<file path="src/rtl/ipacket_decode_queue.sv">
// Fetch-to-decode queue for LC-3b: decodes instructions on entry, buffers them in a
// circular FIFO, and can issue LDI/STI as two micro-ops from the head entry.

package ipacket_decode_queue_pkg;

    localparam logic [3:0] OP_BR   = 4'b0000;
    localparam logic [3:0] OP_ADD  = 4'b0001;
    localparam logic [3:0] OP_LDB  = 4'b0010;
    localparam logic [3:0] OP_STB  = 4'b0011;
    localparam logic [3:0] OP_JSR  = 4'b0100;
    localparam logic [3:0] OP_AND  = 4'b0101;
    localparam logic [3:0] OP_LDR  = 4'b0110;
    localparam logic [3:0] OP_STR  = 4'b0111;
    localparam logic [3:0] OP_X    = 4'b1000;
    localparam logic [3:0] OP_NOT  = 4'b1001;
    localparam logic [3:0] OP_LDI  = 4'b1010;
    localparam logic [3:0] OP_STI  = 4'b1011;
    localparam logic [3:0] OP_JMP  = 4'b1100;
    localparam logic [3:0] OP_SHF  = 4'b1101;
    localparam logic [3:0] OP_LEA  = 4'b1110;
    localparam logic [3:0] OP_TRAP = 4'b1111;

    typedef struct packed {
        logic [3:0] opcode;
        logic [2:0] dr;
        logic [2:0] sr1;
        logic [2:0] sr2;
        logic       load_regfile;
        logic       load_cc;
        logic       mem_read;
        logic       mem_write;
        logic       branch;
        logic       jump;
        logic       br_pred;
        logic       indirect;
    } ctrl_t;

endpackage

module ipacket_decode_queue
    import ipacket_decode_queue_pkg::*;
#(
    parameter int unsigned WIDTH          = 16,
    parameter int unsigned DEPTH          = 4,
    parameter int unsigned SPLIT_INDIRECT = 1
) (
    input  logic                         clk,
    input  logic                         reset_n,
    input  logic                         flush,
    input  logic                         in_valid,
    output logic                         in_ready,
    input  logic [WIDTH-1:0]             in_inst,
    input  logic [WIDTH-1:0]             in_pc,
    input  logic                         in_br_pred,
    input  logic [WIDTH-1:0]             in_target_pc,
    output logic                         out_valid,
    input  logic                         out_ready,
    output logic [WIDTH-1:0]             out_inst,
    output logic [WIDTH-1:0]             out_pc,
    output logic [WIDTH-1:0]             out_target_pc,
    output logic [3:0]                   out_opcode,
    output logic [2:0]                   out_dr,
    output logic [2:0]                   out_sr1,
    output logic [2:0]                   out_sr2,
    output logic                         out_load_regfile,
    output logic                         out_load_cc,
    output logic                         out_mem_read,
    output logic                         out_mem_write,
    output logic                         out_branch,
    output logic                         out_jump,
    output logic                         out_br_pred,
    output logic                         out_uop,
    output logic [$clog2(DEPTH+1)-1:0]   count
);

    localparam int unsigned PW = $clog2(DEPTH);
    localparam int unsigned CW = $clog2(DEPTH+1);

    typedef enum logic {FIRST, SECOND} state_t;

    state_t            state, state_n;
    logic [PW-1:0]     head, tail;
    logic [WIDTH-1:0]  inst_q [DEPTH];
    logic [WIDTH-1:0]  pc_q   [DEPTH];
    logic [WIDTH-1:0]  tgt_q  [DEPTH];
    ctrl_t             ctrl_q [DEPTH];
    ctrl_t             head_ctrl;
    logic              push, pop, handshake, split_head;

    // Control-field decode performed once, as the instruction enters the queue.
    function automatic ctrl_t decode(input logic [WIDTH-1:0] inst, input logic bp);
        ctrl_t c;
        c         = '0;
        c.opcode  = inst[15:12];
        c.dr      = inst[11:9];
        c.sr1     = inst[8:6];
        c.sr2     = inst[2:0];
        c.br_pred = bp;
        case (c.opcode)
            OP_ADD, OP_AND, OP_NOT, OP_SHF, OP_LEA, OP_X: begin
                c.load_regfile = 1'b1;
                c.load_cc      = 1'b1;
            end
            OP_LDB, OP_LDR: begin
                c.load_regfile = 1'b1;
                c.load_cc      = 1'b1;
                c.mem_read     = 1'b1;
            end
            OP_LDI: begin
                c.load_regfile = 1'b1;
                c.load_cc      = 1'b1;
                c.mem_read     = 1'b1;
                c.indirect     = 1'b1;
            end
            OP_STB, OP_STR: c.mem_write = 1'b1;
            OP_STI: begin
                c.mem_write = 1'b1;
                c.indirect  = 1'b1;
            end
            OP_JSR: begin
                c.load_regfile = 1'b1;
                c.jump         = 1'b1;
                c.dr           = 3'd7;
            end
            OP_TRAP: begin
                c.load_regfile = 1'b1;
                c.mem_read     = 1'b1;
                c.jump         = 1'b1;
                c.dr           = 3'd7;
            end
            OP_JMP:  c.jump   = 1'b1;
            OP_BR:   c.branch = 1'b1;
            default: ;
        endcase
        return c;
    endfunction

    assign in_ready   = (count != CW'(DEPTH)) && !flush;
    assign out_valid  = (count != '0);
    assign push       = in_valid && in_ready;
    assign handshake  = out_valid && out_ready;
    assign head_ctrl  = ctrl_q[head];
    assign split_head = (SPLIT_INDIRECT != 0) && head_ctrl.indirect;
    assign pop        = handshake && !flush && (!split_head || (state == SECOND));

    // Entry payload storage; contents are only observed while occupied.
    always_ff @(posedge clk) begin
        if (push) begin
            inst_q[tail] <= in_inst;
            pc_q[tail]   <= in_pc + WIDTH'(2);
            tgt_q[tail]  <= in_target_pc;
            ctrl_q[tail] <= decode(in_inst, in_br_pred);
        end
    end

    always_ff @(posedge clk or negedge reset_n) begin
        if (!reset_n) begin
            head  <= '0;
            tail  <= '0;
            count <= '0;
        end else if (flush) begin
            head  <= '0;
            tail  <= '0;
            count <= '0;
        end else begin
            if (push) tail <= tail + PW'(1);
            if (pop)  head <= head + PW'(1);
            case ({push, pop})
                2'b10:   count <= count + CW'(1);
                2'b01:   count <= count - CW'(1);
                default: count <= count;
            endcase
        end
    end

    always_ff @(posedge clk or negedge reset_n) begin
        if (!reset_n) state <= FIRST;
        else          state <= state_n;
    end

    // Head micro-op sequencing: indirect entries stay at the head for two accepted beats.
    always_comb begin
        state_n = state;
        if (flush) begin
            state_n = FIRST;
        end else if (handshake && split_head) begin
            state_n = (state == FIRST) ? SECOND : FIRST;
        end
    end

    always_comb begin
        out_inst         = '0;
        out_pc           = '0;
        out_target_pc    = '0;
        out_opcode       = '0;
        out_dr           = '0;
        out_sr1          = '0;
        out_sr2          = '0;
        out_load_regfile = 1'b0;
        out_load_cc      = 1'b0;
        out_mem_read     = 1'b0;
        out_mem_write    = 1'b0;
        out_branch       = 1'b0;
        out_jump         = 1'b0;
        out_br_pred      = 1'b0;
        out_uop          = 1'b0;
        if (out_valid) begin
            out_inst         = inst_q[head];
            out_pc           = pc_q[head];
            out_target_pc    = tgt_q[head];
            out_opcode       = head_ctrl.opcode;
            out_dr           = head_ctrl.dr;
            out_sr1          = head_ctrl.sr1;
            out_sr2          = head_ctrl.sr2;
            out_load_regfile = head_ctrl.load_regfile;
            out_load_cc      = head_ctrl.load_cc;
            out_mem_read     = head_ctrl.mem_read;
            out_mem_write    = head_ctrl.mem_write;
            out_branch       = head_ctrl.branch;
            out_jump         = head_ctrl.jump;
            out_br_pred      = head_ctrl.br_pred;
            out_uop          = split_head && (state == SECOND);
            // First beat of a split access only fetches the indirect pointer.
            if (split_head && (state == FIRST)) begin
                out_load_regfile = 1'b0;
                out_load_cc      = 1'b0;
                out_mem_read     = 1'b1;
                out_mem_write    = 1'b0;
            end
        end
    end

endmodule

</file>
<file path="config.mk">
export PLATFORM = sky130hd
export DESIGN_NAME = ipacket_decode_queue
export DESIGN_NICKNAME = d
export VERILOG_FILES = /design/src/rtl/ipacket_decode_queue.sv
export SDC_FILE = /design/constraint.sdc
export NUM_CORES = 1
export LEC_CHECK = 0
export CELL_PAD_IN_SITES_DETAIL_PLACEMENT = 0
export CELL_PAD_IN_SITES_GLOBAL_PLACEMENT = 1
export CORE_ASPECT_RATIO = 0.8
export CORE_UTILIZATION = 43
export CTS_CLUSTER_DIAMETER = 120
export DETAILED_ROUTE_END_ITERATION = 8
export HOLD_SLACK_MARGIN = 0.05
export PLACE_DENSITY_LB_ADDON = 0.1
export SYNTH_ARGS = -nofsm -noshare
export SYNTH_HDL_FRONTEND = slang
export SYNTH_SLANG_ARGS = --single-unit
</file>
<file path="constraint.sdc">
create_clock -name clk -period 2.7 [get_ports clk]
set_input_delay 0.54 -clock clk [delete_from_list [all_inputs] [get_ports clk]]
set_output_delay 0.54 -clock clk [all_outputs]
set_load 0.01 [all_outputs]
</file>
==> impl_metrics.env, run 1 <==
export IMPL_fp_row_count=49
export IMPL_dpl_cell_count=942
export IMPL_whs_ns=0.328
export IMPL_synth_simple_area_share=0.0751
export IMPL_max_vdd_ir_drop_v=0.000470
export IMPL_clock_skew_ns=0.00714
export IMPL_synth_compound_area_frac=0.0126
export IMPL_synth_seq_cells=244
export IMPL_cts_max_level=1
export IMPL_area_delta_synth_final_pct=31.0
export IMPL_critical_path_slowest_cell="dfrtp_4"
export IMPL_cts_sinks=244
export IMPL_wirelength_um=20900
export IMPL_slew_violations=0
export IMPL_dieArea_um2=23700
export IMPL_worstMarginPinSlew_ns=0.667
export IMPL_cts_buffers=25
export IMPL_multi_input_area_um2=2590
export IMPL_start_util=0.440
export IMPL_setup_worst_path_start_class="register"
export IMPL_synth_edff_count=236
export IMPL_place_congestion=0.784
export IMPL_dr_pass1_iters=4
export IMPL_max_stage_delay_ns=0.51
export IMPL_first_iter_violations=309
export IMPL_mostFrequentLayoutCell="edfxtp_1"
export IMPL_yosysWarnings=0
export IMPL_grt_pass1_vias=5518
export IMPL_grt_remaining_overflow=0
export IMPL_clockBufferDepth=3
export IMPL_path_buf_inv=1
export IMPL_clkLatencyLatePin_ns=0.50
export IMPL_failed_checks="negative setup slack"
export IMPL_final_cell_mix="edfxtp_1, mux4_2, clkdlybuf4s50_1, buf_6, and2_4"
export IMPL_synthAdderAreaFrac=0.00833
export IMPL_grt_pass1_wl_um=31700
export IMPL_fin_ws_ns=-0.0885
export IMPL_status="finished with violations"
export IMPL_slew_headroom=0.551
export IMPL_power_leakage_nw=4.45
export IMPL_cp_max_fo=4
export IMPL_drc=0
export IMPL_dpl_hpwl_um=12600
export IMPL_grt_max_degree=41
export IMPL_hold_class="input port to async pin"
export IMPL_cts_hold_buffers=0
export IMPL_register_area_um2=7290
export IMPL_syn_num_nets=568
export IMPL_ys_dominant_reg_cell="edfxtp_1"
export IMPL_place_port_buffers=127
export IMPL_crit_type="register to register"
export IMPL_synth_area_mux_share=0.135
export IMPL_synthArstFlopShare=0.0328
export IMPL_critPathRequiredTime_ns=3.07
export IMPL_synthCells=508
export IMPL_vias_per_cell=5.20
export IMPL_finalHoldViolCount=0
export IMPL_synth_largest_area_cell="edfxtp_1"
export IMPL_grt_antenna_before_repair=0
export IMPL_power_density_nw_per_um2=732
export IMPL_antenna_cells=0
export IMPL_synth_top_family_by_area="multiplexers"
export IMPL_syn_cell_area_um2=9920
export IMPL_grt_usage=0.181
export IMPL_yosysTopAreaCellShare=0.715
export IMPL_synthXorXnorAreaFrac=0.0141
export IMPL_yosysUniqueCellTypes=42
export IMPL_core_area_um2=22600
export IMPL_cts_tree="built"
export IMPL_final_nets=751
export IMPL_nFillCells=1762
export IMPL_crit_path_end_kind="register"
export IMPL_die_x_um=172
export IMPL_synthTopCellsByArea="edfxtp_1, mux4_2, and2_1"
export IMPL_finalCritPeriodShare=1.03
export IMPL_clkTransAtPathRegs_ns=0.06
export IMPL_max_clock_freq_ghz=0.359
export IMPL_synth_seq_area_share=0.735
export IMPL_setup_viol=19
export IMPL_drive_above_1_share=0.375
export IMPL_clock_root_buffer="clkbuf_16"
export IMPL_post_drt_wl_per_cell_um=20.6
export IMPL_dieHeight_um=138
export IMPL_maxCapViolCount=0
export IMPL_synth_area_per_cell_um2=19.5
export IMPL_crit_family="simple AND/OR/NAND/NOR gates"
export IMPL_stdcell_count=1012
export IMPL_drt_antenna_violating_nets=0
export IMPL_cp_cell_sequence="buf_12 > mux4_2 > a21o_1 > nor3_2 > fa_2 > and4b_1 > or4_1"
export IMPL_dr_total_vias=5260
export IMPL_critPathArrivalTime_ns=3.16
export IMPL_io_pin_count=128
export IMPL_rsz0062_at_grt="yes"
export IMPL_min_period_ns=2.79
[cell usage after synthesis (2+ instances only)]
library cell,n
nor2_1,15
and4b_1,2
ha_1,5
edfxtp_1,236
o21ai_0,3
nor3b_1,6
and3_1,9
xor2_1,5
nor3_1,7
buf_4,10
xnor2_1,11
and2_1,58
inv_1,7
buf_2,5
nor2b_1,2
nand4_1,3
nor4b_1,3
a21oi_1,3
mux4_2,59
nand3_1,7
nand2_1,4
o21a_1,2
dfrtp_1,8
a211oi_1,2
o31ai_1,2
clkbuf_1,15
nand2b_1,4
[metal layers]
metal / global-route usage / part of all wire
met1: 0.251 / 0.45
met2: 0.302 / 0.48
met3: 0.0305 / 0.052
met4: 0.0398 / 0.016
met5: 0 / 0
[worst reg2reg max path, cell delays in order (launching register included)]
cell,delay (ns)
dfrtp_4,0.51
buf_12,0.15
mux4_2,0.47
a21o_1,0.21
nor3_2,0.19
fa_2,0.47
and4b_1,0.18
or4_1,0.49
[area by class of cell]
| cell class | count | area share |
|---|---|---|
| multi-input combinational | 225 | 0.200 |
| clock buffer | 29 | 0.0493 |
| timing repair buffer | 188 | 0.146 |
| clock inverter | 13 | 0.0122 |
| inverter | 7 | 0.00202 |
| sequential | 244 | 0.561 |
| tap | 306 | 0.0295 |
[repair_timing]
item                       in CTS  in global routing
cloned                          4                  0
gates resized for setup       315                 27
buffers inserted               21                  9
hold endpoints to repair        0                  0
pin swaps                       3                  3
setup endpoints to repair      71                 67
[path summary, 6_finish.rpt]
check                        start        to  slack, ns  depth (start not counted)
min reg2reg                tail[0]   tail[0]       0.62                          1
min                        reset_n  count[0]       0.33                          1
max in group asynchronous  reset_n   head[0]       2.06                          1
max                        head[0]  count[1]      -0.09                          7
max reg2reg                head[0]  count[1]      -0.09                          7
min in group clk           tail[0]   tail[0]       0.62                          1
[power breakdown]
part           internal (mW)  total (mW)  switching, mW
clock                   2.06        3.39           1.33
combinational          0.929        1.73          0.803
sequential              4.33        4.38         0.0521
total                   7.32        9.51           2.19
[registers in the layout, indices dropped and copies added (netlist names)]
signal	flops
count	3
ctrl_q	80
head	2
inst_q	28
pc_q	64
state	1
tail	2
tgt_q	64
[logic make-up (layout without fill, tap and decap cells)]
kind of cell	count (synthesis)	in the layout
AOI/OAI and AO/OA	18	18
DFF	244	244
and+or+nand+nor	125	125
adders and majority gates	6	6
xor gates and xnor gates	16	16
muxes	60	60
buffers and inverters	39	237
[stage by stage]
stage,utilization,power (mW),TNS (ns),area [um^2],worst slack [ns]
floorplan,-,5.22,0,9920,0.0402
CTS,0.578,9.64,-1.17,13000,-0.108
global placement,0.524,6.02,-0.208,11800,-0.131
global route,0.576,9.86,-2.55,13000,-0.164
detailed placement,0.524,6.04,-0.211,11800,-0.113
finish,0.576,9.51,-0.309,13000,-0.0885
No activity file was read; power rests on OpenSTA's default activity.
==> run 2, diff against run 1 <==
--- a/config.mk
+++ b/config.mk
@@ -8,9 +8,11 @@
 export CELL_PAD_IN_SITES_DETAIL_PLACEMENT = 0
 export CELL_PAD_IN_SITES_GLOBAL_PLACEMENT = 1
 export CORE_ASPECT_RATIO = 0.8
-export CORE_UTILIZATION = 43
+export CORE_MARGIN = 2
+export CORE_UTILIZATION = 50
 export CTS_CLUSTER_DIAMETER = 120
 export DETAILED_ROUTE_END_ITERATION = 8
+export DONT_BUFFER_PORTS = 1
 export HOLD_SLACK_MARGIN = 0.05
 export PLACE_DENSITY_LB_ADDON = 0.1
 export SYNTH_ARGS = -nofsm -noshare
==> constraint.sdc (replaced) <==
create_clock -name clk -period 3.6 [get_ports clk]
set_input_delay 0.72 -clock clk [delete_from_list [all_inputs] [get_ports clk]]
set_output_delay 0.72 -clock clk [all_outputs]
set_load 0.01 [all_outputs]
==> run 2 against run 1 <==
  * The flow now finishes without violations
  * Sequential power down 25%
  * Count of clock-buffer cells in the layout up 3
  * Worst setup slack better by 0.47 ns
  * Combinational power down 59%
  * First-iteration DRC count down 0.97%
  * Via count down 14%
  * Final cell count down 22%
  * Design area down 15%
  * Clock power down 25%
  * Non-clock buffer count down 177
  * Power down 31%
  * Register-to-register slack better by 0.87 ns
==> impl_metrics.env, run 2 (same netlist as run 1, synthesis figures left out) <==
export IMPL_status="complete, no violations"
export IMPL_place_port_buffers=0
export IMPL_reg2reg_depth=8
export IMPL_io_pin_count=128
export IMPL_crit_type="register to primary output"
export IMPL_die_x_um=161
export IMPL_finalCritPeriodShare=0.895
export IMPL_start_util=0.505
export IMPL_cts_tree="built"
export IMPL_rsz0062_at_grt="no"
export IMPL_worst_path_stages=3
export IMPL_first_iter_violations=306
export IMPL_finalHoldViolCount=0
export IMPL_final_nets=573
export IMPL_grt_pass1_wl_um=27600
export IMPL_r2r_end="count[2]"
export IMPL_endpoint="out_load_regfile"
export IMPL_clock_root_buffer="clkbuf_16"
export IMPL_regMostFlops="ctrl_q"
export IMPL_max_stage_delay_ns=0.73
export IMPL_crit_path_end_kind="primary output"
export IMPL_clock_skew_ns=0.00901
export IMPL_wirelength_um=18300
export IMPL_cts_max_level=1
export IMPL_cp_max_fo=59
export IMPL_place_congestion=0.731
export IMPL_crit_family="buffers and inverters"
export IMPL_cp_cell_sequence="buf_4 > mux4_2 > nor3b_1"
export IMPL_cp_startpoint="head[1]"
export IMPL_max_clock_freq_ghz=0.310
export IMPL_area_delta_synth_final_pct=11.3
export IMPL_path_buf_inv=1
export IMPL_grt_pass1_vias=4793
export IMPL_setup_worst_path_start_class="register"
export IMPL_core_area_um2=19600
export IMPL_grt_max_degree=61
export IMPL_fin_total_pwr_mw=6.54
export IMPL_fin_setup_tns_ns=0
export IMPL_r2r_setup_slack_ns=0.78
export IMPL_power_leakage_nw=3.47
export IMPL_antenna_cells=0
export IMPL_largestRegisters="ctrl_q (80), pc_q (64), tgt_q (64)"
export IMPL_grt_usage=0.176
export IMPL_hold_class="input port to register"
export IMPL_cts_buffers=24
export IMPL_clockBufferDepth=3
export IMPL_grt_antenna_before_repair=0
export IMPL_drc=0
export IMPL_max_vdd_ir_drop_v=0.000317
export IMPL_final_cell_mix="edfxtp_1, mux4_2, and2_1, clkbuf_16, nor2_1"
export IMPL_clkTransAtPathRegs_ns=0.07
export IMPL_nFillCells=1488
export IMPL_dieHeight_um=130
export IMPL_drive_above_1_share=0.209
export IMPL_dr_total_vias=4504
export IMPL_cts_repair_resized=0
export IMPL_cts_sinks=244
export IMPL_slew_headroom=0.350
export IMPL_setup_viol=0
export IMPL_dr_pass1_iters=4
export IMPL_post_drt_wl_per_cell_um=23.0
export IMPL_post_cts_buffers=0
export IMPL_slew_violations=0
export IMPL_min_period_ns=3.22
export IMPL_worstMarginPinSlew_ns=0.974
export IMPL_drt_antenna_violating_nets=0
export IMPL_mostFrequentLayoutCell="edfxtp_1"
export IMPL_grt_remaining_overflow=0
export IMPL_clkLatencyLatePin_ns=0.50
export IMPL_fp_row_count=46
export IMPL_critical_path_slowest_cell="buf_4"
export IMPL_vias_per_cell=5.67
export IMPL_critPathRequiredTime_ns=2.88
export IMPL_dieArea_um2=21000
export IMPL_critPathArrivalTime_ns=2.50
export IMPL_dpl_hpwl_um=10500
export IMPL_rr_startpoint="head[0]"
export IMPL_maxCapViolCount=0
export IMPL_largest_register_ffs=80
export IMPL_power_density_nw_per_um2=592
## run 2: how the worst min path moves through the flow
stage	start	to	slack, ns	cells after the start
6_report	flush	head[1]	0.28	1
5_1_grt	flush	count[0]	0.26	1
4_1_cts	flush	count[0]	0.26	1
3_5_place_dp	reset_n	count[0]	0.42	0
3_3_place_gp	reset_n	count[0]	0.42	0
2_1_floorplan	reset_n	count[0]	0.42	0
## run 2: metrics by stage
| stage | instance area (um^2) | hold WS (ns) | setup WS (ns) | utilization | std cells |
|---|---|---|---|---|---|
| 2_1_floorplan | 9920 | 0.424 | 0.618 | - | 508 |
| 3_3_place_gp | 10200 | 0.425 | 0.794 | 0.521 | 750 |
| 3_5_place_dp | 10200 | 0.425 | 0.720 | 0.521 | 750 |
| 4_1_cts | 11000 | 0.261 | 0.285 | 0.562 | 794 |
| 5_1_grt | 11000 | 0.255 | 0.253 | 0.562 | 794 |
| 6_report | 11000 | 0.282 | 0.378 | 0.562 | 794 |
## run 2: cell type report
cell class                      instances  area (um^2)  share of cell area
Clock buffer                           32          652              0.0591
Clock inverter                         11          150              0.0136
Inverter                                7         26.3             0.00238
Multi-Input combinational cell        225         2450               0.222
Sequential cell                       244         7290               0.661
Tap cell                              264          330              0.0299
Timing Repair Buffer                   11          135              0.0122
## run 2: power by group
part | switching, mW | internal (mW) | leakage [nW]
Clock | 0.989 | 1.55 | 0.391
Sequential | 0.0385 | 3.25 | 2.25
Combinational | 0.430 | 0.276 | 0.831
## run 2: per-layer routing
layer / vias to the layer above / share of wire / routed length [um] / GRT usage
met5: - / 0 / 0 / 0
met4: 0 / 0.015 / 280 / 0.0399
met3: 22 / 0.070 / 1280 / 0.0540
met2: 103 / 0.48 / 8790 / 0.290
met1: 2351 / 0.43 / 7900 / 0.235
li1: 2028 / - / - / -
## run 2: what timing repair did
item,in CTS,in global routing
endpoints found under the hold margin,8,0
endpoints found under the setup margin,0,0
hold buffers,1,0
==> run 3, diff against run 2 <==
--- a/config.mk
+++ b/config.mk
@@ -5,14 +5,14 @@
 export SDC_FILE = /design/constraint.sdc
 export NUM_CORES = 1
 export LEC_CHECK = 0
+export ABC_AREA = 1
 export CELL_PAD_IN_SITES_DETAIL_PLACEMENT = 0
 export CELL_PAD_IN_SITES_GLOBAL_PLACEMENT = 1
 export CORE_ASPECT_RATIO = 0.8
 export CORE_MARGIN = 2
-export CORE_UTILIZATION = 50
+export CORE_UTILIZATION = 48
 export CTS_CLUSTER_DIAMETER = 120
 export DETAILED_ROUTE_END_ITERATION = 8
-export DONT_BUFFER_PORTS = 1
 export HOLD_SLACK_MARGIN = 0.05
 export PLACE_DENSITY_LB_ADDON = 0.1
 export SYNTH_ARGS = -nofsm -noshare
==> run 3 against run 2 <==
  * Core utilization increased by 4.5 points
  * Die area increased by 6.5%
  * Sequential cell count unchanged
  * Largest power group unchanged
  * Count of clock-buffer cells in the layout increased by 4
==> impl_metrics.env, run 3 <==
export IMPL_status="complete, no violations"
export IMPL_power_leakage_nw=4.36
export IMPL_clkTransAtPathRegs_ns=0.06
export IMPL_max_stage_delay_ns=0.64
export IMPL_cp_max_fo=56
export IMPL_worstMarginPinSlew_ns=0.557
export IMPL_crit_type="register to primary output"
export IMPL_dieArea_um2=22300
export IMPL_synth_top_family_by_area="simple AND/OR/NAND/NOR gates"
export IMPL_post_cts_buffers=0
export IMPL_synthAdderAreaFrac=0.00813
export IMPL_fp_row_count=47
export IMPL_post_drt_wl_per_cell_um=18.0
export IMPL_regMostFlops="ctrl_q"
export IMPL_cts_sinks=244
export IMPL_mostFrequentLayoutCell="edfxtp_1"
export IMPL_syn_num_nets=906
export IMPL_first_iter_violations=469
export IMPL_finalCritPeriodShare=0.953
export IMPL_cp_cell_sequence="inv_4 > buf_12 > o21ai_0 > a21oi_1 > clkdlybuf4s50_1"
export IMPL_synth_seq_cells=244
export IMPL_largestRegisters="ctrl_q (80), pc_q (64), tgt_q (64)"
export IMPL_drc=0
export IMPL_grt_usage=0.196
export IMPL_r2r_setup_slack_ns=1.23
export IMPL_rr_startpoint="head[0]"
export IMPL_yosys_top_cells_count="nor2_1, edfxtp_1, o21ai_0, a21oi_1, nand2_1"
export IMPL_synthCells=846
export IMPL_r2r_end="count[2]"
export IMPL_yosysUniqueCellTypes=34
export IMPL_dr_total_vias=6603
export IMPL_synthXorXnorAreaFrac=0.0121
export IMPL_crit_path_end_kind="primary output"
export IMPL_yosysWarnings=0
export IMPL_clock_skew_ns=0.00599
export IMPL_synth_area_mux_share=0
export IMPL_synth_area_per_cell_um2=12.0
export IMPL_cts_tree="built"
export IMPL_io_pin_count=128
export IMPL_grt_pass1_vias=6454
export IMPL_grt_antenna_before_repair=0
export IMPL_wirelength_um=22500
export IMPL_yosysTopAreaCellShare=0.698
export IMPL_clockBufferDepth=3
export IMPL_min_period_ns=3.43
export IMPL_synth_seq_area_share=0.717
export IMPL_drt_antenna_violating_nets=0
export IMPL_reg2reg_depth=13
export IMPL_rsz0062_at_grt="no"
export IMPL_synth_simple_area_share=0.128
export IMPL_final_core_util=0.607
export IMPL_synthTopCellsByArea="edfxtp_1, nor2_1, o21ai_0"
export IMPL_fin_setup_tns_ns=0
export IMPL_synth_compound_area_frac=0.0915
export IMPL_clkLatencyLatePin_ns=0.50
export IMPL_area_delta_synth_final_pct=23.8
export IMPL_path_buf_inv=3
export IMPL_dr_pass1_iters=4
export IMPL_grt_max_degree=99
export IMPL_antenna_cells=0
export IMPL_max_clock_freq_ghz=0.291
export IMPL_cts_hold_buffers=0
export IMPL_endpoint="out_branch"
export IMPL_yosysMostFrequentCell="nor2_1"
export IMPL_crit_family="buffers and inverters"
export IMPL_grt_pass1_wl_um=34600
export IMPL_core_area_um2=20700
export IMPL_critical_path_slowest_cell="dfrtp_4"
export IMPL_slew_violations=0
export IMPL_grt_remaining_overflow=0
export IMPL_clock_root_buffer="clkbuf_16"
export IMPL_cts_repair_resized=0
export IMPL_setup_worst_path_start_class="register"
export IMPL_setup_viol=0
export IMPL_dieHeight_um=134
export IMPL_maxCapViolCount=0
export IMPL_synth_edff_count=236
export IMPL_largest_register_ffs=80
export IMPL_worst_path_stages=5
export IMPL_final_nets=1022
export IMPL_ys_dominant_reg_cell="edfxtp_1"
export IMPL_drive_above_1_share=0.0798
export IMPL_place_congestion=0.786
export IMPL_dpl_hpwl_um=12600
export IMPL_power_density_nw_per_um2=713
export IMPL_slew_headroom=0.628
export IMPL_critPathRequiredTime_ns=2.88
export IMPL_final_cell_mix="edfxtp_1, nor2_1, clkdlybuf4s50_1, o21ai_0, a21oi_1"
export IMPL_cts_buffers=25
export IMPL_start_util=0.491
export IMPL_cp_startpoint="head[0]"
export IMPL_critPathArrivalTime_ns=2.71
export IMPL_syn_cell_area_um2=10200
export IMPL_cts_max_level=1
export IMPL_max_vdd_ir_drop_v=0.000387
export IMPL_die_x_um=167
export IMPL_hold_class="input port to async pin"
export IMPL_place_port_buffers=127
export IMPL_vias_per_cell=5.30
export IMPL_synthArstFlopShare=0.0328
export IMPL_finalHoldViolCount=0
export IMPL_synth_largest_area_cell="edfxtp_1"
==> run 3: cell count changes after synthesis, sizes merged, moves of 6 or more <==
cell / delta
nor2: +228
o21ai: +118
mux4: -59
a21oi: +57
and2: -57
nand2: +36
inv: +26
buf: +21
nand3: +11
and3: -9
nor3b: -6
==> run 3: logic make-up after synthesis <==
group / count (synthesis)
adder cells (fa/ha/maj): 6
flip-flops: 244
XOR/XNOR: 14
AND/OR/NAND/NOR: 310
buffers and inverters: 88
AO/OA/AOI/OAI: 184
==> run 3: worst min path at each step <==
stage | startpoint | endpoint | depth (start not counted)
2_1_floorplan | reset_n | count[0] | 0
3_3_place_gp | count[1] | count[1] | 2
3_5_place_dp | tail[0] | tail[0] | 1
4_1_cts | reset_n | count[0] | 1
5_1_grt | reset_n | count[0] | 1
6_report | reset_n | count[0] | 1
==> run 3: area by class of cell <==
cell class,count,area (um^2)
multi-input cells,514,2460
fillers,1629,8130
flip-flops and latches,244,7290
clock inverters,7,80.1
repair buffers,144,1570
clock buffers,36,697
inverters,33,126
well taps,269,337
==> run 3: per-stage QoR <==
stage                     total power [mW]  cells  instance area, um^2  setup WS, ns  hold slack [ns]
after floorplan                       5.05    846                10200        -0.385            0.424
after global placement                6.49   1203                11800         0.649            0.551
after detailed placement              6.53   1203                11800         0.611            0.561
after CTS                             8.99   1246                12500        0.0514            0.510
after global routing                  9.39   1247                12600        0.0527            0.525
final                                 8.96   1247                12600         0.167            0.516
==> run 3: metal layers <==
metal  share of wire  track usage
met5               0            0
met3           0.044       0.0292
met1            0.45        0.267
met4           0.016       0.0388
met2            0.49        0.342
==> run 3: report_power, final <==
part / switching, mW / internal (mW) / leakage (nW)
sequential: 0.107 / 3.33 / 2.25
clock: 0.980 / 1.47 / 0.378
combinational: 1.70 / 1.37 / 1.73
total: 2.79 / 6.17 / 4.36
==> RTL change, RTL diff (settings of run 2) <==
`DEPTH`: 4 -> 16.
--- a/src/rtl/ipacket_decode_queue.sv
+++ b/src/rtl/ipacket_decode_queue.sv
@@ -41,7 +41,7 @@
     import ipacket_decode_queue_pkg::*;
 #(
     parameter int unsigned WIDTH          = 16,
-    parameter int unsigned DEPTH          = 4,
+    parameter int unsigned DEPTH          = 16,
     parameter int unsigned SPLIT_INDIRECT = 1
 ) (
     input  logic                         clk,
Interface: changed (resized count); port bits go from 128 to 130. No check against the original RTL was run, so the function may have changed too.
==> RTL change against run 2 <==
Critical path type unchanged. Setup slack got worse by 380 ps. The flow now finishes with violations (negative setup slack). Sequential share of layout area increased by 1.2 points. Non-clock buffer count increased by 80. Power grew to 4.2 times the old value. Die area increased to 3.7 times the old value. Utilization up 1.6 points. Register-to-register slack got worse by 390 ps. Sequential cell count up 714. Design area grew to 3.9 times the old value. Clock skew is 14 ps higher. Critical endpoint is now out_inst[9]. Area after synthesis rose to 3.8 times the old value. Routed wire length increased to 4.6 times the old value.
==> RTL change: results (changes against run 2) <==
status: "finished, violations left"
failed_checks: "negative setup slack"
async_reset_ff_share_pct: 1.46  # -1.8 points
syn_inst: 1577  # +210%
cts-buffers-inserted: 92  # +280%
grtUsageTotal_pct: 22.5  # +5.0 points
hold_class: "input port to flip-flop"
crit_fanout: 6  # -90%
worstMarginPinSlew_ps: 1270  # +300 ps
cp_slowest_cell: "dfrtp_4"
clk_latency_ps: 660  # +160 ps
clockBufferDepth: 3  # unchanged
layout.nets: 1735  # +200%
synth_area_leaders: "edfxtp_1 76%, mux4_2 18%, and2_1 1.1%"
fin_setup_tns_ps: -5.97  # -5.97 ps
reg.largest.list: "ctrl_q: 320 flops, pc_q: 256 flops, tgt_q: 256 flops"
worst_slack_ps: -5.97  # -384 ps
dp_hpwl_mm: 42.1  # +300%
yosysWarnings: 0  # unchanged
n_antenna_cell: 0  # unchanged
finClkSkew_ps: 23.3  # +14.3 ps
synth_common_cells: "944 x edfxtp_1, 290 x mux4_2, 68 x and2_1"
max-vdd-ir-drop_v: 0.000504  # +59%
crit_path_max_incr_delay_ps: 540  # -190 ps
arrival_ps: 2890  # +390 ps
antenna_found_initial: 1  # +1
fin_hold_ws_ps: 121  # -161 ps
finalSetupViolations: 1  # +1
first_iter_violations: 1571  # +410%
place_ws_ps: 458  # -262 ps
ys_types: 50  # +19%
drtPass1Iterations: 5  # +1
drive_gt1_share_pct: 32.8  # +12 points
placed_cell_area_sq_um: 39100  # +280%
critical_path.top_delay_family: "multiplexers"
utilization_pct: 57.8  # +1.6 points
wirelength_mm: 84.1  # +360%
seq_area_frac_synth_pct: 76.9  # +3.4 points
dpl.cell_count: 2555  # +240%
num_vias: 16800  # +270%
grt_pass1_wl_mm: 122  # +340%
regToRegSetupSlack_ps: 390  # -390 ps
fin_cells: 2744  # +250%
gp_congestion: 0.718  # -1.7%
syn_nets: 1639  # +190%
htreeDepth: 3  # +2
power_leakage_nw: 13.0  # +270%
synth-edff-count: 944  # +300%
[RTL change: cell types whose count changed in the layout (fill, tap and decap cells not counted), moves of 14 or more]
cell,before,now
buf_16,0,14
mux4_2,59,290
edfxtp_1,236,944
and2_4,0,37
and2_1,58,31
clkbuf_16,25,96
buf_12,4,32
buf_4,6,35
[RTL change: repair_timing]
| action | 4_1_cts | 5_1_grt |
|---|---|---|
| setup endpoints to repair | 67 | 63 |
| hold buffers | 1 | 0 |
| gates cloned | 7 | 2 |
| endpoints found under the hold margin | 14 | 0 |
| setup buffers | 14 | 2 |
| resized for setup | 42 | 30 |
[RTL change: cells by family after synthesis]
logic type,count (synthesis),synth area share (%)
flops,958,76.9
buf+inv,101,1.57
compound gates,40,0.775
xor+xnor,19,0.446
mux,299,17.7
fa+ha+maj,8,0.268
simple gates,152,2.29
[RTL change: cell type report]
| class | count | area [sq um] |
|---|---|---|
| fillers | 5244 | 31100 |
| well taps | 1001 | 1250 |
| inverters | 12 | 45.0 |
| flip-flops and latches | 958 | 28700 |
| multi-input cells | 518 | 8260 |
| clock buffers | 114 | 2430 |
| clock inverters | 50 | 549 |
| repair buffers | 91 | 1440 |
[RTL change: path summary, 6_finish.rpt]
kind | to | start | cells past startpoint
max reg2reg | count[2] | head[0] | 13
min | tail[2] | flush | 1
min reg2reg | tail[0] | tail[0] | 1
min in group asynchronous | tail[0] | reset_n | 1
max | out_inst[9] | head[0] | 7
max in group asynchronous | head[1] | reset_n | 1
[RTL change: metal layers]
| metal | GRT usage [%] | share of wire (%) |
|---|---|---|
| met1 | 32.2 | 44 |
| met2 | 36.5 | 49 |
| met3 | 4.05 | 4.7 |
| met4 | 5.63 | 2.0 |
| met5 | 0 | 0 |
[RTL change: power by group]
group	switching, mW	total, mW	leakage, nW	internal [mW]
Clock	4.05	9.62	1.45	5.57
Combinational	2.59	5.35	2.86	2.75
Sequential	0.0976	12.6	8.70	12.5
Total	6.74	27.5	13.0	20.8
